--- src/rtl/piso_serializer_pkg.sv ---
// rtl/piso_serializer_pkg.sv - shared state, bit-order and counter-width definitions
// Reused by the matching deserializer so both ends agree on encodings.
package piso_serializer_pkg;

  typedef enum logic {
    ST_IDLE  = 1'b0,
    ST_SHIFT = 1'b1
  } state_t;

  localparam bit LSB_FIRST = 1'b0;
  localparam bit MSB_FIRST = 1'b1;

  // Bits needed to count 0..width-1; never narrower than one bit.
  function automatic int cnt_width(input int width);
    return (width > 2) ? $clog2(width) : 1;
  endfunction

endpackage

--- src/rtl/piso_serializer_if.sv ---
// rtl/piso_serializer_if.sv - parallel load port and serial output stream bundle
interface piso_serializer_if #(
  parameter int WIDTH = 4
);

  logic [WIDTH-1:0] din;
  logic             din_valid;
  logic             din_ready;
  logic             sout;
  logic             sout_valid;
  logic             sout_last;
  logic             busy;

  modport master (
    output din, din_valid,
    input  din_ready, sout, sout_valid, sout_last, busy
  );

  modport slave (
    input  din, din_valid,
    output din_ready, sout, sout_valid, sout_last, busy
  );

endinterface

--- src/rtl/piso_serializer_shreg.sv ---
// rtl/piso_serializer_shreg.sv - loadable shift register with selectable bit order
module piso_shreg #(
  parameter int WIDTH     = 4,
  parameter bit MSB_FIRST = 1'b0
) (
  input  logic             clk,
  input  logic             rst,
  input  logic             load,
  input  logic             shift,
  input  logic [WIDTH-1:0] d,
  output logic             sout
);

  logic [WIDTH-1:0] q;

  always_ff @(posedge clk or negedge rst) begin
    if (!rst) begin
      q <= '0;
    end else if (load) begin
      q <= d;
    end else if (shift) begin
      if (MSB_FIRST) q <= {q[WIDTH-2:0], 1'b0};
      else           q <= {1'b0, q[WIDTH-1:1]};
    end
  end

  assign sout = MSB_FIRST ? q[WIDTH-1] : q[0];

endmodule

--- src/rtl/piso_serializer.sv ---
// rtl/piso_serializer.sv - parallel-in serial-out serializer with one-word holding buffer
module piso_serializer #(
  parameter int WIDTH     = 4,
  parameter bit MSB_FIRST = 1'b0
) (
  input  logic              clk,
  input  logic              rst,
  piso_serializer_if.slave  bus
);
  import piso_serializer_pkg::*;

  localparam int            CW       = cnt_width(WIDTH);
  localparam logic [CW-1:0] CNT_LAST = CW'(WIDTH - 1);

  state_t           state, state_d;
  logic [CW-1:0]    cnt, cnt_d;
  logic [WIDTH-1:0] hold;
  logic             hold_full, hold_full_d, hold_we;
  logic             load, shift;
  logic [WIDTH-1:0] load_word;
  logic             accept, at_last, shreg_bit;

  assign accept  = bus.din_valid & ~hold_full;
  assign at_last = (state == ST_SHIFT) && (cnt == CNT_LAST);

  always_comb begin
    state_d     = state;
    cnt_d       = cnt;
    hold_full_d = hold_full;
    hold_we     = 1'b0;
    load        = 1'b0;
    shift       = 1'b0;
    load_word   = bus.din;
    case (state)
      ST_IDLE: begin
        if (accept) begin
          load    = 1'b1;
          cnt_d   = '0;
          state_d = ST_SHIFT;
        end
      end
      ST_SHIFT: begin
        if (!at_last) begin
          shift = 1'b1;
          cnt_d = cnt + CW'(1);
          if (accept) begin
            hold_we     = 1'b1;
            hold_full_d = 1'b1;
          end
        end else if (hold_full) begin
          // Held word takes priority; din_ready is low so no accept can race it.
          load        = 1'b1;
          load_word   = hold;
          hold_full_d = 1'b0;
          cnt_d       = '0;
        end else if (accept) begin
          load  = 1'b1;
          cnt_d = '0;
        end else begin
          state_d = ST_IDLE;
        end
      end
      default: state_d = ST_IDLE;
    endcase
  end

  always_ff @(posedge clk or negedge rst) begin
    if (!rst) begin
      state     <= ST_IDLE;
      cnt       <= '0;
      hold      <= '0;
      hold_full <= 1'b0;
    end else begin
      state     <= state_d;
      cnt       <= cnt_d;
      hold_full <= hold_full_d;
      if (hold_we) hold <= bus.din;
    end
  end

  piso_shreg #(
    .WIDTH     (WIDTH),
    .MSB_FIRST (MSB_FIRST)
  ) u_shreg (
    .clk   (clk),
    .rst   (rst),
    .load  (load),
    .shift (shift),
    .d     (load_word),
    .sout  (shreg_bit)
  );

  assign bus.din_ready  = ~hold_full;
  assign bus.sout_valid = (state == ST_SHIFT);
  assign bus.sout       = (state == ST_SHIFT) & shreg_bit;
  assign bus.sout_last  = at_last;
  assign bus.busy       = (state == ST_SHIFT) | hold_full;

endmodule

--- src/flat_wrapper.sv ---
// flat-port wrapper written by rule: the top's interface ports become plain ports
module piso_serializer_flat import piso_serializer_pkg::*;
#(
  parameter int WIDTH     = 4,
  parameter bit MSB_FIRST = 1'b0
)
  (clk, rst, bus_din, bus_din_valid, bus_din_ready, bus_sout, bus_sout_valid, bus_sout_last, bus_busy);
  piso_serializer_if #(.WIDTH(WIDTH)) bus_i ();
  input  logic clk;
  input  logic rst;
  input wire logic [$bits(bus_i.din)-1:0] bus_din;
  input wire logic [$bits(bus_i.din_valid)-1:0] bus_din_valid;
  output wire logic [$bits(bus_i.din_ready)-1:0] bus_din_ready;
  output wire logic [$bits(bus_i.sout)-1:0] bus_sout;
  output wire logic [$bits(bus_i.sout_valid)-1:0] bus_sout_valid;
  output wire logic [$bits(bus_i.sout_last)-1:0] bus_sout_last;
  output wire logic [$bits(bus_i.busy)-1:0] bus_busy;
  assign bus_i.din = bus_din;
  assign bus_i.din_valid = bus_din_valid;
  assign bus_din_ready = bus_i.din_ready;
  assign bus_sout = bus_i.sout;
  assign bus_sout_valid = bus_i.sout_valid;
  assign bus_sout_last = bus_i.sout_last;
  assign bus_busy = bus_i.busy;
  piso_serializer #(.WIDTH(WIDTH), .MSB_FIRST(MSB_FIRST)) u_core (.clk(clk), .rst(rst), .bus(bus_i));
endmodule
--- config.mk ---
export PLATFORM = sky130hd
export DESIGN_NAME = piso_serializer_flat
export DESIGN_NICKNAME = d
export VERILOG_FILES = /design/src/rtl/piso_serializer_pkg.sv /design/src/rtl/piso_serializer_if.sv /design/src/rtl/piso_serializer_shreg.sv /design/src/rtl/piso_serializer.sv /design/src/flat_wrapper.sv
export SDC_FILE = /design/constraint.sdc
export NUM_CORES = 1
export LEC_CHECK = 0
export ABC_AREA = 1
export CELL_PAD_IN_SITES_DETAIL_PLACEMENT = 0
export CELL_PAD_IN_SITES_GLOBAL_PLACEMENT = 1
export CORE_MARGIN = 3
export CORE_UTILIZATION = 37
export DETAILED_ROUTE_END_ITERATION = 10
export PLACE_DENSITY = 0.78
export SLEW_MARGIN = 30
export SYNTH_ARGS = -nofsm -noshare
export SYNTH_HDL_FRONTEND = slang
export SYNTH_HIERARCHICAL = 1
export SYNTH_SLANG_ARGS = --single-unit
export TNS_END_PERCENT = 100
--- constraint.sdc ---
create_clock -name clk -period 2.2 [get_ports clk]
set_input_delay 0.22 -clock clk [delete_from_list [all_inputs] [get_ports clk]]
set_output_delay 0.22 -clock clk [all_outputs]
set_load 0.01 [all_outputs]
* Yosys cells after proc, flatten, opt, wreduce, memory -nomap -nowiden
Cells that the tools add are included.
Storage, ports and cells: register bits after elaboration 12, output and inout port bits 5
Operators by class: add/subtract/negate cells 1, equality and inequality tests 1, mux-type cells 21, bitwise logic cells 5, reductions and logical operators 4
Operators with widths (number):
- 4-bit 2-to-1 mux | 5
- 1-bit 2-to-1 mux | 10
- 2-bit 2-to-1 mux | 3
- 1-bit one-hot mux with 2 select lines | 2
- 2-bit one-hot mux with 2 select lines | 1
- 2-bit nonzero test | 2
- 2-bit by 1-bit adder with 2-bit output, second input constant | 1
- 1-bit AND | 2
- 2-bit equality test, second input constant | 1
- 1-bit NOT | 2
- 2-bit AND reduction | 1
- 1-bit logical AND | 1
- 1-bit OR | 1

* Longest topological paths before layout
Gate-level depths: netlist (run 1).
depth after elaboration 7, depth in mapped cells 8, gate-level depth less buffers 8

* Cells and area by module
Netlist (run 1), hierarchy kept.
By module, submodules not included:
- piso_serializer | times used 1, cells an instance 62, area an instance 451.7 µm²
- piso_shreg | times used 1, cells an instance 21, area an instance 173.9 µm²

* Least setup slack after synthesis (run 1)
No wires, ideal clock.
path kind register to register, start register u_core.cnt[0], end register u_core.u_shreg.q[2], setup time 0.125 ns, arrival time 1.356 ns, path slack 0.720 ns, cell stages (with the launch flop) 7, buffers on the path 0, clock period less this slack 1.480 ns, cells stage by stage dfrtp_1 > ha_1 > nand2_2 > o21ai_0 > nor2_2 > nand2_1 > nand3_1
Between the ends: word-level cells in the longest chain between the ends 5, elaborated cells on any way between the ends 10, classes of those cells 1 x eq/ne; 7 x mux; 2 x reduce/logical
RTL lines:
- start, declared | RTL line piso_serializer.sv:16 | logic [CW-1:0] cnt, cnt_d;
- start signal, assigned | RTL line piso_serializer.sv:75 | cnt <= cnt_d;
- 2-bit equality test * | RTL line piso_serializer.sv:24 | assign at_last = (state == ST_SHIFT) && (cnt == CNT_LAST);
- 1-bit logical AND * | RTL line piso_serializer.sv:24
- 1-bit 2-to-1 mux * | RTL line piso_serializer.sv:43 | if (!at_last) begin
- 1-bit one-hot mux with 2 select lines * | RTL line piso_serializer.sv:34 | case (state)
- net u_core.load | RTL line piso_serializer.sv:19 | logic load, shift;
- 4-bit 2-to-1 mux or 2-bit nonzero test (tied branches)
- end signal, assigned | RTL line piso_serializer_shreg.sv:22 | if (MSB_FIRST) q <= {q[WIDTH-2:0], 1'b0};
- end signal, assigned | RTL line piso_serializer_shreg.sv:23 | else q <= {1'b0, q[WIDTH-1:1]};
- end, declared | RTL line piso_serializer_shreg.sv:14 | logic [WIDTH-1:0] q;
Mark *: on every way through the listed nets, which the timed path passes. The rest lies on a longest branch. A chain may end at the register's enable or synchronous reset.

* Final worst setup path (run 1)
start register u_core.cnt[0], end output port bus_sout_last
Between the ends: word-level cells in the longest chain between the ends 2
RTL lines:
- 2-bit equality test | RTL line piso_serializer.sv:24
- 1-bit logical AND | RTL line piso_serializer.sv:24
- end, declared | RTL line flat_wrapper.sv:16 | output wire logic [$bits(bus_i.sout_last)-1:0] bus_sout_last;
No other way between the ends.

==> impl_summary.log, run 1 <==
INFO  metric outcome = completed
INFO  metric cts-root-to-sink-buffers = 2
INFO  metric power.switching_fraction = roughly two fifths
INFO  metric post_dp_cell_area = 763 µm²
INFO  metric critPathCaptureType = output pin
INFO  metric cts_hold_buffers_added = 0
INFO  metric worst_skew_pair.late_latency = 270 ps
INFO  metric yosysUniqueCellTypes = 17
INFO  metric combPwrFrac = 45.5%
INFO  metric drv.max_cap_violation_count = 0
INFO  metric grt_usage = ~14%
INFO  metric drive_gt1_share = around an eighth
INFO  metric remaining_drc_errors = 0
INFO  metric antenna_nets_post_route = 0
INFO  metric critPathRequiredTime = 1980 ps
INFO  metric synth_nets = 91
INFO  metric report.final.hold_viol_count = 0
INFO  metric grt_first_pass_wirelength = 2.10 mm
INFO  metric routed_via_density = 4.97
INFO  metric cp_data_arrival_time = around 1600 ps
INFO  metric grt_overflow = 0
INFO  metric ys_ff_latch = 12
INFO  metric final_ws_setup = 367 ps
INFO  metric worst-slew-pin-transition = 551 ps
INFO  metric min_period_over_period = 83.3%
INFO  metric netSwitchingPower = 424 µW
INFO  metric tritoncts_clock_tree = built
INFO  metric grt_start_max_net_pins = 13
INFO  metric setup_repair_after_global_routing_missed_its_margin = false
INFO  metric synthesis.instances = 83
INFO  metric leakagePower = between 0.0004 and 0.0005 µW
INFO  metric clockRootBuffer = sky130_fd_sc_hd__clkbuf_4
INFO  metric max_clock_freq = 0.545 GHz
INFO  metric clock_tree.htree_level_count = 1
INFO  metric post-route-cell-area = 800 µm²
INFO  metric critical_path_peak_fanout = 4
INFO  metric slew_violations = 0
INFO  metric die_height = 47.1 µm
INFO  metric cts_repair_resize_count = 0
INFO  metric rr_startpoint = u_core/cnt[0]
INFO  metric cts_post_setup_buffers_inserted = 0
INFO  metric seqPwrFrac = 37.4%
INFO  metric timing.critical_path.from_type = register
INFO  metric floorplan.io_pins = 12
INFO  metric synthesis.area = 626 µm²
INFO  metric cts-buffers-inserted = 3
INFO  metric min-delay-path-class = input pin to asynchronous set/reset pin
INFO  metric clk_transition_reported_paths = about 80 ps
INFO  metric port_buffers = 11
INFO  metric nNetsFinal = about 110
INFO  metric seq_area_frac_synth = between 40% and 50%
INFO  metric detailedPlacementHpwl = 985 µm
INFO  metric ys_warn_count = 6
INFO  metric r2r_setup_slk = ~820 ps
INFO  metric syn_area_per_cell = 7.54 µm²
INFO  metric p_clk_share = 17.1%
INFO  metric post-route-min-period = 1830 ps
INFO  metric diodes = 0
INFO  metric post_drt_wl_per_cell = roughly 11 µm
INFO  metric antenna_found_initial = 0
INFO  metric route.vias.total = 571
INFO  metric globalplace.congestion = 0.789
INFO  metric syn_to_final_growth = 27.8%
INFO  metric worstSetupStartpoint = u_core/cnt[0]
INFO  metric setup_violations = 0
INFO  metric core_area = 0.00154 mm²
INFO  metric fin_tns_setup = 0 ps
INFO  metric clock_sinks = 12
INFO  metric totalWireLength = 1.27 mm
INFO  metric power.density = about 1300 mW/mm²
INFO  metric power.internal = 622 µW
INFO  metric vias_in_the_first_global_route = 470
INFO  metric irDropWorstVdd = 791 µV
INFO  metric starting_utilization_of_the_core_area = 40.6%
INFO  metric fp.dieArea = 0.00222 mm²
INFO  metric clock-skew-final = 4.17 ps
INFO  metric floorplan.rows = 14
INFO  metric die_width = 47.1 µm
INFO  metric detailedRoute.firstPassIterationCount = 4
INFO  metric relSlewSlack = 63.1%
INFO  metric detailedPlace.worstSlack = 662 ps
INFO  metric dr.first_iter.drc_count = 12
INFO  metric setup.worst_path.class = register to output pin
-- routing by layer --
layer  up-vias  global-route usage [%]  wire length (µm)
met5         -                       0                 0
met4         0                    8.29                15
met3         2                    4.60                48
met2        10                    18.4               567
met1       265                    20.0               640
li1        294                       -                 -
-- layout by cell type, fill, tap and decap left out, types with 2 or more instances in the layout --
master / netlist / routed
sky130_fd_sc_hd__inv_1: 11 / 11
sky130_fd_sc_hd__clkinv_2: 2 / 2
sky130_fd_sc_hd__o21ai_1: 3 / 3
sky130_fd_sc_hd__nand3_1: 7 / 7
sky130_fd_sc_hd__o21ai_0: 3 / 3
sky130_fd_sc_hd__nand4_1: 2 / 2
sky130_fd_sc_hd__nand2_2: 2 / 2
sky130_fd_sc_hd__clkdlybuf4s50_1: 0 / 11
sky130_fd_sc_hd__dfrtp_1: 12 / 12
sky130_fd_sc_hd__a21oi_1: 4 / 4
sky130_fd_sc_hd__clkbuf_4: 0 / 3
sky130_fd_sc_hd__nor2_1: 9 / 9
sky130_fd_sc_hd__nand2_1: 22 / 22
-- logic make-up (layout without fill, tap and decap cells) --
group | count (synthesis) | count (layout) | share of synthesized area (%)
AND/OR/NAND/NOR | 45 | 45 | 31.8
flip-flops | 12 | 12 | 48.0
AO/OA/AOI/OAI | 11 | 11 | 9.40
buffers and inverters | 14 | 30 | 8.80
adder cells (fa/ha/maj) | 1 | 1 | 2.00
-- synth_stat cells --
master                      n  area, µm²
sky130_fd_sc_hd__nand2_1   22       82.6
sky130_fd_sc_hd__dfrtp_1   12        300
sky130_fd_sc_hd__inv_1     11       41.3
sky130_fd_sc_hd__nor2_1     9       33.8
sky130_fd_sc_hd__nand3_1    7       35.0
sky130_fd_sc_hd__a21oi_1    4       20.0
sky130_fd_sc_hd__o21ai_0    3       15.0
sky130_fd_sc_hd__o21ai_1    3       15.0
sky130_fd_sc_hd__clkinv_2   2       10.0
sky130_fd_sc_hd__nand2_2    2       12.5
sky130_fd_sc_hd__nand4_1    2       12.5
sky130_fd_sc_hd__ha_1       1       12.5
sky130_fd_sc_hd__inv_2      1       3.75
sky130_fd_sc_hd__nand2_4    1       11.3
sky130_fd_sc_hd__nor2_2     1       6.26
sky130_fd_sc_hd__nor3_1     1       5.00
sky130_fd_sc_hd__o21ai_2    1       8.76
-- critical path: stages, from the launching register on --
cell,delay (ps)
sky130_fd_sc_hd__dfrtp_1,420
sky130_fd_sc_hd__ha_1,240
sky130_fd_sc_hd__nand2_2,110
sky130_fd_sc_hd__clkinv_2,100
sky130_fd_sc_hd__clkdlybuf4s50_1,490
-- stage by stage --
| stage | utilization, % | hold WS, ps | power, µW | instances |
|---|---|---|---|---|
| after floorplan | - | -75.6 | 707 | 83 |
| after global placement | 49.5 | 465 | 865 | 111 |
| after detailed placement | 49.5 | 470 | 876 | 111 |
| after CTS | 51.9 | 323 | 1060 | 115 |
| after global routing | 51.9 | 331 | 1140 | 115 |
| final | 51.9 | 299 | 1050 | 115 |
-- layout make-up --
type	count	area, µm²
Inverter	14	55.1
Clock buffer	4	36.3
Multi-Input combinational cell	57	270
Sequential cell	12	300
Tap cell	16	20.0
Timing Repair Buffer	12	118
Fill cell	154	742
-- sequential cells by signal, summed over array words and instances, names as in the netlist --
register               count
u_core/bus.sout_valid      1
u_core/cnt                 2
u_core/hold                4
u_core/hold_full           1
u_core/u_shreg/q           4
-- final timing paths --
path,endpoint,cells past startpoint
min in group clk,u_core/u_shreg/q[0],2
worst min-delay path,u_core/u_shreg/q[1],1
worst max register to register,u_core/u_shreg/q[1],7
worst max-delay path,bus_sout_last,4
max in group asynchronous,u_core/hold_full,1
worst min register to register,u_core/u_shreg/q[0],2
-- power groups by stage --
stage | Clock (µW) | Combinational (µW) | Sequential, µW
final | 178 | 476 | 392
after floorplan | 0 | 328 | 379
after CTS | 184 | 483 | 392
after global routing | 193 | 545 | 403
after detailed placement | 0 | 480 | 396
after global placement | 0 | 474 | 391
Note: power is estimated with default switching activity, not from simulation.
==> run 2, diff against run 1 <==
- CORE_UTILIZATION: 37 -> 31
- PLACE_DENSITY: 0.78 -> 0.69
- clock period: 2.2 -> 1.67 ns (I/O delays scaled with it)
==> impl_summary.log, run 2 (synthesis gave the netlist of run 1 again) <==
INFO  metric crit_path_cell_trace = ha_1 > nand2_2 > clkinv_2 > dlygate4sd2_1 (was ha_1 > nand2_2 > clkinv_2 > clkdlybuf4s50_1)
INFO  metric critPathSlowestCell = sky130_fd_sc_hd__dfrtp_1 (was sky130_fd_sc_hd__clkdlybuf4s50_1)
INFO  metric totalPowerFinal = 1380 µW (was 1050 µW)
INFO  metric syn_to_final_growth = 31.4% (was 27.8%)
INFO  metric detailedPlace.worstSlack = 196 ps (was 662 ps)
INFO  metric cpPeakStageDelay = 410 ps (was 490 ps)
INFO  metric tritoncts_clock_tree = built (unchanged)
INFO  metric vias_in_the_first_global_route = 493 (was 470)
INFO  metric outcome = completed (unchanged)
INFO  metric grt_overflow = 0 (unchanged)
INFO  metric cts_hold_buffers_added = 0 (unchanged)
INFO  metric mostFrequentLayoutCells = sky130_fd_sc_hd__nand2_1, sky130_fd_sc_hd__inv_1, sky130_fd_sc_hd__clkdlybuf4s50_1, sky130_fd_sc_hd__dfrtp_1, sky130_fd_sc_hd__nor2_1 (was sky130_fd_sc_hd__nand2_1, sky130_fd_sc_hd__dfrtp_1, sky130_fd_sc_hd__clkdlybuf4s50_1, sky130_fd_sc_hd__inv_1, sky130_fd_sc_hd__nor2_1)
INFO  metric worst-slew-pin-transition = 586 ps (was 551 ps)
INFO  metric cts-buffers-inserted = 3 (unchanged)
INFO  metric slew_violations = 0 (unchanged)
INFO  metric drive_gt1_share = 17.0% (was 13.1%)
INFO  metric starting_utilization_of_the_core_area = 34.4% (was 40.6%)
INFO  metric diodes = 0 (unchanged)
INFO  metric nNetsFinal = 109 (was 108)
INFO  metric post-route-min-period = 1580 ps
INFO  metric relSlewSlack = 60.8% (was 63.1%)
INFO  metric drv.max_cap_violation_count = 0 (unchanged)
INFO  metric setup_repair_after_global_routing_missed_its_margin = false (unchanged)
INFO  metric top_regs = u_core/hold x4, u_core/u_shreg/q x4, u_core/cnt x2 (unchanged)
INFO  metric fin_tns_setup = 0 ps (unchanged)
INFO  metric die_height = 50.9 µm (was 47.1 µm)
INFO  metric post_drt_wl_per_cell = 10.7 µm (was 11.1 µm)
INFO  metric fp.dieArea = 0.00259 mm² (was 0.00222 mm²)
INFO  metric detailedPlacementHpwl = 980 µm (was 985 µm)
INFO  metric layout.cells.most_common = sky130_fd_sc_hd__nand2_1 (unchanged)
INFO  metric leakagePower = 0.000418 µW (was 0.000412 µW)
INFO  metric critPathCaptureType = output pin (unchanged)
INFO  metric totalWireLength = 1.34 mm (was 1.27 mm)
INFO  metric cts-root-to-sink-buffers = 2 (unchanged)
INFO  metric critical_path_peak_fanout = 4 (unchanged)
INFO  metric setup_violations = 0 (unchanged)
INFO  metric clk_transition_reported_paths = 80 ps (about the same)
INFO  metric irDropWorstVdd = 747 µV (was 791 µV)
INFO  metric power.density = 1680 mW/mm² (was 1310 mW/mm²)
INFO  metric whs = 261 ps (was 299 ps)
INFO  metric grt_first_pass_wirelength = 2.21 mm (was 2.10 mm)
INFO  metric clock_sinks = 12 (unchanged)
INFO  metric routed_via_density = 4.60 (was 4.97)
INFO  metric floorplan.rows = 15 (was 14)
INFO  metric remaining_drc_errors = 0 (unchanged)
INFO  metric floorplan.io_pins = 12 (unchanged)
INFO  metric route.vias.total = 575 (was 571)
INFO  metric min-delay-path-class = input pin to asynchronous set/reset pin (unchanged)
INFO  metric clockRootBuffer = sky130_fd_sc_hd__clkbuf_4 (unchanged)
INFO  metric antenna_nets_post_route = 0 (unchanged)
INFO  metric clock-skew-final = 0.837 ps (was 4.17 ps)
INFO  metric setup.worst_path.class = register to output pin (unchanged)
INFO  metric timing.critical_path.from_type = register (unchanged)
INFO  metric core_area = 0.00182 mm² (was 0.00154 mm²)
INFO  metric critical_path.n_buffers_inverters = 2 (unchanged)
INFO  metric critPathRequiredTime = 1500 ps (was 1980 ps)
INFO  metric dr.first_iter.drc_count = 13 (was 12)
INFO  metric worst_skew_pair.late_latency = 270 ps (about the same)
INFO  metric die_width = 50.9 µm (was 47.1 µm)
INFO  metric min_period_over_period = 94.6%
INFO  metric grt_usage = 11.8% (was 14.1%)
INFO  metric critical-path-top-delay-family = flip-flops (was buffers and inverters)
INFO  metric port_buffers = 11 (unchanged)
INFO  metric max_clock_freq = 0.633 GHz
INFO  metric grt_start_max_net_pins = 13 (unchanged)
INFO  metric detailedRoute.firstPassIterationCount = 4 (unchanged)
INFO  metric clock_tree.htree_level_count = 1 (unchanged)
INFO  metric report.final.hold_viol_count = 0 (unchanged)
INFO  metric globalplace.congestion = 0.783 (was 0.789)
INFO  metric cp_data_arrival_time = 1410 ps (was 1610 ps)
INFO  metric antenna_found_initial = 0 (unchanged)
INFO  metric final_ws_setup = 90.2 ps (was 367 ps)
-- run 2: cell types whose count changed in the layout (fill, tap and decap cells not counted) --
cell / delta
sky130_fd_sc_hd__dlygate4sd2_1: +1
sky130_fd_sc_hd__dfrtp_1: -2
sky130_fd_sc_hd__dfrtp_2: +2
sky130_fd_sc_hd__buf_4: +1
sky130_fd_sc_hd__clkdlybuf4s50_1: -1
sky130_fd_sc_hd__nor2_2: +1
sky130_fd_sc_hd__nor2_1: -1
-- run 2: layout make-up --
type | count | area [µm²]
Clock buffer | 4 | 36.3
Fill cell | 204 | 998
Inverter | 14 | 55.1
Multi-Input combinational cell | 57 | 273
Sequential cell | 12 | 303
Tap cell | 25 | 31.3
Timing Repair Buffer | 13 | 124
-- run 2: power breakdown --
group | total (µW) | switching [µW] | leakage, µW | internal, µW
sequential | 519 | 99.1 | 0.000145 | 420
clock | 237 | 104 | 0.0000210 | 132
combinational | 627 | 357 | 0.000252 | 269
total | 1380 | 561 | 0.000418 | 822
-- run 2: stage by stage --
step | instances | instance area [µm²] | utilization (%)
final | 125 | 822 | 45.2
after global routing | 125 | 822 | 45.2
after detailed placement | 120 | 774 | 42.5
after CTS | 124 | 810 | 44.5
after global placement | 120 | 774 | 42.5
after floorplan | 83 | 626 | -
-- run 2: final timing paths --
| path | endpoint | slack, ps | depth (start not counted) | start |
|---|---|---|---|---|
| worst max-delay path | bus_sout_last | 90 | 4 | u_core/cnt[0] |
| worst min-delay path | u_core/u_shreg/q[0] | 260 | 1 | rst |
| worst max register to register | u_core/u_shreg/q[2] | 260 | 7 | u_core/cnt[0] |
| worst min register to register | u_core/u_shreg/q[3] | 480 | 2 | u_core/u_shreg/q[3] |
| max in group asynchronous | u_core/hold_full | 1000 | 1 | rst |
| min in group clk | u_core/hold[1] | 460 | 3 | bus_din[1] |
-- run 2: repair_timing --
item | CTS | global route
setup endpoints to repair | 1 | 2
pin swaps | 0 | 0
gates resized for setup | 1 | 3
cloned | 0 | 0
buffers inserted | 0 | 1
-- run 2: layer usage --
metal | track usage, % | wire, µm
met5 | 0 | 0
met3 | 3.50 | 56
met1 | 15.6 | 677
met4 | 6.73 | 14
met2 | 17.0 | 594
==> RTL change 1 (settings of run 2) <==
`WIDTH` is set to 4 in 4 places; all go to 6.
--- a/src/rtl/piso_serializer_if.sv
+++ b/src/rtl/piso_serializer_if.sv
@@ -2,3 +2,3 @@
 interface piso_serializer_if #(
-  parameter int WIDTH = 4
+  parameter int WIDTH = 6
 );
--- a/src/rtl/piso_serializer_shreg.sv
+++ b/src/rtl/piso_serializer_shreg.sv
@@ -2,3 +2,3 @@
 module piso_shreg #(
-  parameter int WIDTH     = 4,
+  parameter int WIDTH     = 6,
   parameter bit MSB_FIRST = 1'b0
--- a/src/rtl/piso_serializer.sv
+++ b/src/rtl/piso_serializer.sv
@@ -2,3 +2,3 @@
 module piso_serializer #(
-  parameter int WIDTH     = 4,
+  parameter int WIDTH     = 6,
   parameter bit MSB_FIRST = 1'b0
--- a/src/flat_wrapper.sv
+++ b/src/flat_wrapper.sv
@@ -3,3 +3,3 @@
 #(
-  parameter int WIDTH     = 4,
+  parameter int WIDTH     = 6,
   parameter bit MSB_FIRST = 1'b0
Interface: changed (resized bus_din); port bits go from 12 to 14. The function was not compared with the original's and may differ.
==> RTL change 1 against run 2 <==
Register-to-register slack worse by 0.12 ns. Wire length is 32% higher. Clock power is 9.7% lower. Synthesized cell count is 41% higher. Synthesized area is 46% higher. Global-route usage hardly changed. Combinational power is 41% higher. Largest cell class unchanged. Sequential cell count is 5 higher. Final area is 39% higher. Total power is 29% higher. Non-clock buffer count is 8 higher. Worst setup slack better by 0.023 ns. Critical endpoint is now bus_sout.
==> RTL change 1: results (changes against run 2) <==
- The number of gates resized after CTS came to 2 (+1).
- The critical path data arrival time is 1.39 ns (-0.02 ns).
- The global-route track usage on met1 came to 0.148 (-0.00774).
- The number of fill cells in the layout is 304 (+49%).
- The sequential area share after synthesis is 0.464 (-0.0155).
- The via count of the first global-routing pass is 750 (+52%).
- The switching power share of the total was 0.406 (about the same).
- The critical-path maximum fanout is 3 (-1).
- On the critical path, the stage with the largest delay is an instance of clkdlybuf4s50_1.
- The maximum cell stage delay along the critical path is 0.46 ns (+0.05 ns).
- The total number of vias is 789 (+37%).
- The iteration-0 DRC count of the detailed router is 28 (+15).
- The fraction of final layout cells sized beyond drive strength 1 is 0.173 (+0.00266).
- The number of cells in the design after placement is 163 (+36%).
- The minimum hold slack is 0.195 ns (-0.0659 ns).
- The power density normalized to cell area came to 1560 mW/mm2 (-7.2%).
- The flow ran to the end, and the final reports show no timing, DRC or antenna violations.
- The met3 track demand over resource is 0.0447 (+0.00970).
- The total length of routed met2 wires is 849 um (+43%).
- The quantity of I/O buffers inserted on ports is 13 (+2).
- The share of the clock period used by the worst path after layout is 0.932 (-0.0138).
- The number of standard cells in the final layout excluding fillers is 170 (+36%).
- The power consumed by the clock network is 0.000214 W (-9.7%).
- In this run the critical register-to-register path is launched from u_core/cnt[1]$_DFF_PN0_.
- By area the synthesized netlist is led by dfrtp_1, nand2_1, nand3_1, inv_1, nor2_1.
- The most critical setup path has its startpoint at u_core/bus.sout_valid$_DFF_PN0_.
- The global routing met2 resource utilization was 0.188 (+0.0187).
- The detailed-routing wirelength on met1 is 818 um (+21%).
- The actual slew at the worst max-slew pin is 0.317 ns (-0.269 ns).
- The weighted congestion reported at the end of routability-driven placement is 0.778 (-0.74%).
- The kind of cell with the highest combined delay along the critical path is buffers and inverters.
- The worst reg-to-reg setup slack is 0.14 ns (-0.12 ns).
- The compound-cell area share of the yosys netlist is 0.0929 (-0.00110).
- The most critical setup path has its endpoint at bus_sout.
- The global-route wire length before repair came to 3.21 mm (+45%).
- The average detailed-routed wire length per instance came to 10.4 um (-3.1%).
- The post-synth net total is 128 (+41%).
-- RTL change 1: cell types whose count changed in the layout (fill, tap and decap cells not counted), sizes merged, moves of 2 or more --
cell           delta
clkinv            -2
nand4             -2
nor2              +3
clkdlybuf4s50     +2
nand3            +10
buf               +6
nand2            +10
inv               +3
a21oi             +2
dfrtp             +5
-- RTL change 1: logic make-up after synthesis --
| group | count (synthesis) |
|---|---|
| flip-flops | 17 |
| XOR/XNOR | 1 |
| adder cells (fa/ha/maj) | 2 |
| buffers and inverters | 18 |
| AND/OR/NAND/NOR | 65 |
| AO/OA/AOI/OAI | 14 |
-- RTL change 1: layout make-up --
class | instances | area, um2 | area share
inverters | 15 | 56.3 | 0.0493
well taps | 31 | 38.8 | 0.0340
flip-flops and latches | 17 | 427 | 0.373
clock buffers | 4 | 26.3 | 0.0230
multi-input cells | 82 | 409 | 0.358
repair buffers | 21 | 185 | 0.162
==> RTL change 2 (settings of run 2) <==
Made on the original files. Make the reset (`rst`) synchronous in 2 clocked blocks.
--- a/src/rtl/piso_serializer_shreg.sv
+++ b/src/rtl/piso_serializer_shreg.sv
@@ -15,3 +15,3 @@
 
-  always_ff @(posedge clk or negedge rst) begin
+  always_ff @(posedge clk) begin
     if (!rst) begin
--- a/src/rtl/piso_serializer.sv
+++ b/src/rtl/piso_serializer.sv
@@ -66,3 +66,3 @@
 
-  always_ff @(posedge clk or negedge rst) begin
+  always_ff @(posedge clk) begin
     if (!rst) begin
Function: differs if rst is asserted again (counterexample within 4 cycles, from zero or initial values and one cycle with rst low); with rst held inactive, the same outputs for 10 cycles.
==> RTL change 2 against run 2 <==
Worst setup slack improved by 0.0073 ns. Synthesized area fell by 2.2%. Core utilization increased by 0.40 points. Critical endpoint is now bus_busy. First-iteration DRC count is 38% higher. Global-route usage hardly changed. Wire length about the same. Final area decreased by 0.15%. Hold slack improved by 0.20 ns. Count of clock-buffer cells in the layout unchanged. Sequential cell count unchanged.
Power is not compared: it rests on default switching activity, and its combinational part moved more than twofold at a synthesized area within 25%.
==> RTL change 2: results (changes against run 2) <==
- The beginning of the worst register-to-register path is u_core/cnt[0]$_SDFF_PN0_.
- The post-placement setup slack is 0.122 ns (-0.0745 ns).
- The worst reg-to-reg setup slack is 0.18 ns (-0.08 ns).
- The average detailed-routed wire length per instance is 9.44 um (-12%).
- The weighted congestion reported at the end of routability-driven placement came to 0.773 (-1.4%).
- The number of cells in the design after placement came to 138 (+15%).
- The global-route wire length before repair came to 2.30 mm (+4.0%).
- The initial antenna violation count is 0 (unchanged).
- The post-synth net total is 106 (+16%).
- The depth of the most critical reg-to-reg path is 9 (+2).
- The fraction of final layout cells sized beyond drive strength 1 was 0.111 (-0.0589).
- The flow ran to the end, and the final reports show no timing, DRC or antenna violations.
- The net count of the finished layout is 126 (+16%).
- The sequential area share after synthesis is 0.393 (-0.0874).
- The critical path capture point is bus_busy.
- The actual slew at the worst max-slew pin came to 0.322 ns (-0.264 ns).
- The time the final worst path needs with I/O delays and setup was 1.57 ns (-0.00727 ns).
- Ranked by instance count, the synthesized netlist is headed by nand2_1, nor2_1, inv_1.
- The worst register-to-register path ends at u_core/u_shreg/q[2]$_SDFFE_PN0P_.
- The kind of path behind the tightest hold check is reg -> reg.
- In the post-synthesis netlist, the biggest area contributors are dfxtp_1, nand2_1, nor2_1, inv_1, a21oi_1.
- The adder and majority gate portion of the synthesized area is 0.0204 (+0.000450).
- The post-synthesis cell type count is 13 (-4).
- The maximum number of pins on one net before global-route repair was 9 (-4).
- The startpoint of the worst setup timing path is u_core/bus.sout_valid$_SDFF_PN0_.
- Summed over all instances, the cell type with the most area after synthesis is dfxtp_1.
- The number of vias per cell came to 4.39 (-4.6%).
- The HPWL after detailed placement is 1.06 mm (+8.5%).
- The most used flip-flop cell after synthesis is dfxtp_1.
- The minimum hold slack is 0.464 ns (+0.203 ns).
- The worst setup skew after layout is 0.00338 ns (+0.00255 ns).
- The global routing usage summed across all routing layers is 0.118 (-0.000288).
- The total number of vias is 623 (+8.3%).
- The number of gates resized after CTS was 2 (+1).
- The critical-path maximum fanout is 5 (+1).
- The iteration-0 DRC count of the detailed router is 18 (+5).
- The share of flip-flops with an asynchronous set or reset came to 0 (-1.00).
- The compound-cell area share of the yosys netlist is 0.104 (+0.0103).
- The cell area reported after detailed placement was 783 um2 (+1.1%).
- The via count of the first global-routing pass is 575 (+17%).
-- RTL change 2: changes by cell type after synthesis, sizes merged --
cell,before,now
dfrtp,12,0
a21oi,4,11
o21ai,7,1
clkinv,2,0
inv,12,16
nor3,1,2
nand3,7,9
nor2,10,17
nand4,2,0
nand2,25,29
dfxtp,0,12
-- RTL change 2: metal layers --
layer,vias to the layer above,routed length (um),track usage
li1,346,-,-
met1,263,686,0.158
met2,12,588,0.178
met3,2,53,0.0178
met4,0,14,0.0673
met5,-,0,0
-- RTL change 2: final cells by class --
| type | count | area [um2] | share of cell area |
|---|---|---|---|
| multi-input combinational | 70 | 314 | 0.383 |
| timing repair buffer | 15 | 139 | 0.169 |
| inverter | 16 | 60.1 | 0.0732 |
| clock buffer | 4 | 36.3 | 0.0442 |
| tap | 25 | 31.3 | 0.0381 |
| sequential | 12 | 240 | 0.293 |
-- RTL change 2: critical path, stage by stage, from the launching register on --
cell and delay (ns):
dfxtp_1 0.37, inv_1 0.11, nand2_1 0.12, clkdlybuf4s50_1 0.55
